<file path="src/rtl/lcd_pkg.sv">
// Shared definitions for the HD44780 character-LCD blocks: engine states,
// controller command codes and default bus/execution timing at 50 MHz.
package lcd_pkg;

  typedef enum logic [2:0] {
    ST_IDLE  = 3'd0,
    ST_SETUP = 3'd1,
    ST_PULSE = 3'd2,
    ST_HOLD  = 3'd3,
    ST_WAIT  = 3'd4,
    ST_DONE  = 3'd5
  } lcd_state_e;

  localparam logic [7:0] CMD_CLEAR         = 8'h01;
  localparam logic [7:0] CMD_HOME          = 8'h02;
  localparam logic [7:0] CMD_ENTRY_MODE    = 8'h06;
  localparam logic [7:0] CMD_DISPLAY_ON    = 8'h0E;
  localparam logic [7:0] CMD_FUNC_SET_8BIT = 8'h38;

  localparam int SETUP_CYC_DEF      = 2;
  localparam int PULSE_CYC_DEF      = 25;
  localparam int HOLD_CYC_DEF       = 2;
  localparam int WAIT_SHORT_CYC_DEF = 2000;
  localparam int WAIT_LONG_CYC_DEF  = 82000;
  localparam int CNT_W_DEF          = 17;

  // Clear and return-home (0x00..0x03 as commands) take the long execution time.
  function automatic logic needs_long_wait(input logic rs, input logic [7:0] cmd);
    return (rs == 1'b0) && (cmd[7:2] == 6'd0);
  endfunction

endpackage

</file>
<file path="src/rtl/lcd_delay_counter.sv">
// Loadable down-counter used for every timed phase of the LCD write engine.
// Load wins over counting; the count parks at zero instead of wrapping.
module lcd_delay_counter #(
  parameter int CNT_W = 17
) (
  input  logic             clk,
  input  logic             reset,
  input  logic             enable,
  input  logic             load,
  input  logic [CNT_W-1:0] load_value,
  output logic             zero
);

  logic [CNT_W-1:0] count_r;

  // Count state: load, decrement toward zero, or hold while disabled.
  always_ff @(posedge clk or posedge reset) begin
    if (reset) begin
      count_r <= '0;
    end else if (enable) begin
      if (load) begin
        count_r <= load_value;
      end else if (count_r != '0) begin
        count_r <= count_r - {{(CNT_W-1){1'b0}}, 1'b1};
      end else begin
        count_r <= count_r;
      end
    end
  end

  assign zero = (count_r == '0);

endmodule

</file>
<file path="src/rtl/lcd_write_engine.sv">
// Multi-cycle custom instruction that writes one command/data byte to an
// HD44780 bus with cycle-counted setup, enable pulse, hold and execution wait.
module lcd_write_engine
  import lcd_pkg::*;
#(
  parameter int SETUP_CYC      = SETUP_CYC_DEF,
  parameter int PULSE_CYC      = PULSE_CYC_DEF,
  parameter int HOLD_CYC       = HOLD_CYC_DEF,
  parameter int WAIT_SHORT_CYC = WAIT_SHORT_CYC_DEF,
  parameter int WAIT_LONG_CYC  = WAIT_LONG_CYC_DEF,
  parameter int CNT_W          = CNT_W_DEF
) (
  input  logic        clk,
  input  logic        reset,
  input  logic        clk_en,
  input  logic        start,
  input  logic [31:0] dataa,
  input  logic [31:0] datab,
  output logic [31:0] result,
  output logic        done,
  output logic        lcd_enable,
  output logic        lcd_rs,
  output logic        lcd_rw,
  output logic [7:0]  lcd_data
);

  if (64'(WAIT_LONG_CYC) >= (64'd1 << CNT_W)) begin : g_cnt_w_check
    $error("lcd_write_engine: WAIT_LONG_CYC does not fit in CNT_W bits");
  end
  if ((SETUP_CYC < 1) || (PULSE_CYC < 1) || (HOLD_CYC < 1) ||
      (WAIT_SHORT_CYC < 1) || (WAIT_LONG_CYC < 1)) begin : g_cyc_check
    $error("lcd_write_engine: all *_CYC parameters must be at least 1");
  end

  localparam logic [CNT_W-1:0] SETUP_LD = CNT_W'(SETUP_CYC - 1);
  localparam logic [CNT_W-1:0] PULSE_LD = CNT_W'(PULSE_CYC - 1);
  localparam logic [CNT_W-1:0] HOLD_LD  = CNT_W'(HOLD_CYC - 1);
  localparam logic [CNT_W-1:0] SHORT_LD = CNT_W'(WAIT_SHORT_CYC - 1);
  localparam logic [CNT_W-1:0] LONG_LD  = CNT_W'(WAIT_LONG_CYC - 1);

  lcd_state_e       state_r;
  logic [7:0]       byte_r;
  logic             rs_r;
  logic             enable_r;
  logic             done_r;
  logic [31:0]      result_r;
  logic             load_s;
  logic [CNT_W-1:0] load_value_s;
  logic             zero_s;
  logic             unused_s;

  assign unused_s = ^{dataa[31:8], datab[31:1]};

  lcd_delay_counter #(.CNT_W(CNT_W)) u_delay (
    .clk        (clk),
    .reset      (reset),
    .enable     (clk_en),
    .load       (load_s),
    .load_value (load_value_s),
    .zero       (zero_s)
  );

  // Counter reload at each phase boundary.
  always_comb begin
    load_s       = 1'b0;
    load_value_s = '0;
    case (state_r)
      ST_IDLE: begin
        if (start) begin
          load_s       = 1'b1;
          load_value_s = SETUP_LD;
        end else begin
          load_s = 1'b0;
        end
      end
      ST_SETUP: begin
        if (zero_s) begin
          load_s       = 1'b1;
          load_value_s = PULSE_LD;
        end else begin
          load_s = 1'b0;
        end
      end
      ST_PULSE: begin
        if (zero_s) begin
          load_s       = 1'b1;
          load_value_s = HOLD_LD;
        end else begin
          load_s = 1'b0;
        end
      end
      ST_HOLD: begin
        if (zero_s) begin
          load_s       = 1'b1;
          load_value_s = needs_long_wait(rs_r, byte_r) ? LONG_LD : SHORT_LD;
        end else begin
          load_s = 1'b0;
        end
      end
      default: begin
        load_s = 1'b0;
      end
    endcase
  end

  // Write sequencer with registered bus, strobe, done and result.
  always_ff @(posedge clk or posedge reset) begin
    if (reset) begin
      state_r  <= ST_IDLE;
      byte_r   <= 8'h00;
      rs_r     <= 1'b0;
      enable_r <= 1'b0;
      done_r   <= 1'b0;
      result_r <= 32'd0;
    end else if (clk_en) begin
      done_r <= 1'b0;
      case (state_r)
        ST_IDLE: begin
          if (start) begin
            byte_r  <= dataa[7:0];
            rs_r    <= datab[0];
            state_r <= ST_SETUP;
          end
        end
        ST_SETUP: begin
          if (zero_s) begin
            enable_r <= 1'b1;
            state_r  <= ST_PULSE;
          end
        end
        ST_PULSE: begin
          if (zero_s) begin
            enable_r <= 1'b0;
            state_r  <= ST_HOLD;
          end
        end
        ST_HOLD: begin
          if (zero_s) begin
            state_r <= ST_WAIT;
          end
        end
        ST_WAIT: begin
          if (zero_s) begin
            result_r <= {23'd0, rs_r, byte_r};
            done_r   <= 1'b1;
            state_r  <= ST_DONE;
          end
        end
        ST_DONE: begin
          state_r <= ST_IDLE;
        end
        default: begin
          enable_r <= 1'b0;
          state_r  <= ST_IDLE;
        end
      endcase
    end
  end

  assign result     = result_r;
  assign done       = done_r;
  assign lcd_enable = enable_r;
  assign lcd_rs     = rs_r;
  assign lcd_rw     = 1'b0;
  assign lcd_data   = byte_r;

endmodule

</file>
<file path="config.mk">
export PLATFORM = sky130hd
export DESIGN_NAME = lcd_write_engine
export DESIGN_NICKNAME = d
export VERILOG_FILES = /design/src/rtl/lcd_pkg.sv /design/src/rtl/lcd_delay_counter.sv /design/src/rtl/lcd_write_engine.sv
export SDC_FILE = /design/constraint.sdc
export NUM_CORES = 1
export LEC_CHECK = 0
export CAP_MARGIN = 20
export CORE_MARGIN = 3
export CORE_UTILIZATION = 37
export DETAILED_ROUTE_END_ITERATION = 10
export PLACE_DENSITY = 0.83
export SLEW_MARGIN = 10
export SYNTH_ARGS = -nofsm -noshare
export SYNTH_HDL_FRONTEND = slang
export SYNTH_SLANG_ARGS = --single-unit
</file>
<file path="constraint.sdc">
create_clock -name clk -period 2.4 [get_ports clk]
set_clock_uncertainty 0.05 [all_clocks]
set_input_delay 0.6 -clock clk [delete_from_list [all_inputs] [get_ports clk]]
set_output_delay 0.6 -clock clk [all_outputs]
set_load 0.1 [all_outputs]
</file>
==> impl_metrics.json <==
{
  "gr-usage-met3_pct": 3.36,
  "hpwl_mm": 4.00,
  "dieHeight_um": 85.8,
  "status": "complete, no violations",
  "yosys.area_share.adder_pct": 1.06,
  "grt_max_degree": 41,
  "drt_iter0_drc": 156,
  "arrival_ns": 2.48,
  "path_max_fanout": 6,
  "synth-compound-area-share_pct": 15.4,
  "hold_slack_ns": 0.460,
  "syn2layout_area_growth_pct": 23.0,
  "firstDrtPassIters": 4,
  "drc": 0,
  "clk_path_buf_depth": 2,
  "async_reset_ff_share_pct": 100,
  "yosys-mux-area-fraction_pct": 9.03,
  "gp_congestion": 0.930,
  "grt_use_met2_pct": 25.1,
  "holdBufCountCts": 0,
  "tightestPinTransition_ns": 0.507,
  "synth_simple_gate_area_share_pct": 19.6,
  "row_count": 28,
  "vias_per_cell": 5.39,
  "final_common_cell": "buf_4",
  "synth_top_family_by_area": "simple AND/OR/NAND/NOR gates",
  "ir_drop_uv": 915,
  "worstSkewPairLatency_ns": 0.29,
  "use_met1_pct": 19.9,
  "clock-root-buffer": "clkbuf_8",
  "ys_seq_area_share_pct": 42.5,
  "place_area_um2": 2730,
  "layout-drive-gt1-share_pct": 29.0,
  "path_clk_slew_ns": 0.08,
  "fin_area_um2": 2900,
  "numPortBuffers": 32,
  "synth_cell_types": 50,
  "antenna_found_initial": 0,
  "final_cell_mix": "44 x buf_4, 40 x dfrtp_1, 24 x conb_1",
  "antenna_left": 0,
  "totalWireLength_mm": 5.63,
  "p_leak_nw": 1.30,
  "fill_cells": 551,
  "fmax_ghz": 0.421,
  "syn_area_per_cell_um2": 9.94,
  "nets": 360,
  "num_antenna_cells": 0,
  "netlist_area_um2": 2350,
  "die-area_um2": 7360,
  "wl_per_cell_um": 15.4,
  "vias": 1967,
  "setup_viol": 0,
  "critPathRequiredTime_ns": 2.50,
  "numCtsBuffers": 5,
  "finalHoldViolCount": 0,
  "globalRoute.totalOverflow": 0,
  "ios": 112,
  "slew_violations": 0,
  "synth_seq_cells": 40,
  "grt_pass1_wl_mm": 9.08,
  "core_area_um2": 6030,
  "hold_class": "register to register",
  "criticalPathCategory": "register to register",
  "end_kind": "register",
  "synthXorXnorAreaFrac_pct": 1.49,
  "start_util_pct": 39.1,
  "yosys_warnings": 0,
  "track_usage_pct": 15.3,
  "synthCells": 237,
  "grt_most_used_layer": "met2",
  "relSlewSlack_pct": 66.2,
  "period_minus_slack_ns": 2.38,
  "critPathLaunchType": "register",
  "drv_cap": 0,
  "first_global_vias": 1865,
  "finalCritPeriodShare_pct": 99.0,
  "die_w_um": 85.8,
  "h-tree-depth": 2,
  "synth_edf_count": 0,
  "tritoncts": "done",
  "cts.sinks": 40,
  "synth-main-ff-cell": "dfrtp_1",
  "p_per_area_nw_per_um2": 1100
}
[kinds of logic (layout without fill, tap and decap cells)]
family / after synthesis / in the layout
other: 1 / 24
adders and majority gates: 2 / 2
and+or+nand+nor: 79 / 79
DFF: 40 / 40
muxes: 19 / 19
buffers and inverters: 39 / 69
AOI/OAI and AO/OA: 53 / 53
xor gates and xnor gates: 4 / 4
[worst max-delay path: stages (launching register included)]
cell and delay (ns):
dfrtp_1 0.38, or4_4 0.55, or4_4 0.57, buf_12 0.17, o21ai_4 0.16, buf_4 0.13
o21ai_0 0.09, o311ai_0 0.13
[cell type report]
class | instances | area, um^2 | share of cell area (%)
Clock buffer | 5 | 68.8 | 2.38
Inverter | 4 | 15.0 | 0.519
Multi-Input combinational cell | 181 | 1220 | 42.2
Sequential cell | 40 | 1000 | 34.6
Timing Repair Buffer | 58 | 482 | 16.6
Tap cell | 75 | 93.8 | 3.24
Clock inverter | 2 | 12.5 | 0.432
[metrics by stage]
| step | setup TNS (ns) | cells | setup WS [ns] | total power (W) | utilization (%) |
|---|---|---|---|---|---|
| after floorplan | 0 | 260 | 0.0929 | 0.00236 | - |
| after global placement | -0.113 | 354 | -0.0728 | 0.00267 | 45.3 |
| after detailed placement | -0.0892 | 354 | -0.0451 | 0.00270 | 45.3 |
| after CTS | 0 | 362 | 0.0183 | 0.00314 | 46.8 |
| after global routing | -0.0858 | 365 | -0.0479 | 0.00337 | 48.0 |
| final | 0 | 365 | 0.0240 | 0.00319 | 48.0 |
[final timing paths]
check	startpoint	to	slack, ns	cells past startpoint
setup / recovery	u_delay.count_r[2]	u_delay.count_r[9]	0.02	7
hold / removal	result[0]	result[0]	0.46	1
setup reg to reg	u_delay.count_r[2]	u_delay.count_r[9]	0.02	7
hold reg to reg	result[0]	result[0]	0.46	1
max in group asynchronous	reset	result[5]	1.26	3
min in group asynchronous	reset	u_delay.count_r[8]	0.69	3
[power by group]
part           switching, W  internal [W]
logic               0.00118      0.000499
clock network      0.000229      0.000197
registers          0.000221      0.000870
total               0.00163       0.00157
[Yosys cell counts, types with 3 or more instances]
library cell / number / share of area [%]
a21oi_1: 11 / 2.3
o211ai_1: 5 / 1.6
nand3_1: 10 / 2.1
mux2_2: 18 / 8.6
dfrtp_1: 40 / 43
inv_1: 4 / 0.64
or4_1: 4 / 1.3
o21ai_0: 14 / 3.0
buf_4: 24 / 7.7
nor4_1: 5 / 1.3
nand2_1: 15 / 2.4
o21a_1: 4 / 1.3
a211oi_1: 3 / 0.96
nor2_1: 11 / 1.8
nor3_1: 9 / 1.9
clkbuf_1: 7 / 1.1
nand4_1: 4 / 1.1
nand2b_1: 5 / 1.3
or3_1: 3 / 0.80
[layer usage]
layer,share of wire (%),up-vias
met4,1.8,0
met1,40,928
li1,-,931
met5,0,-
met2,50,97
met3,7.7,11
[repair_timing]
action / in CTS / in global routing
resized for setup: 0 / 6
pin swaps: 1 / 3
setup buffers: 1 / 3
setup endpoints to repair: 1 / 10
[flip-flops by register name, summed over array words and instances (netlist names)]
register,flops
lcd_rs,1
lcd_enable,1
lcd_data,8
done,1
u_delay.count_r,17
state_r,3
result,9
(Power assumes the default switching activity.)
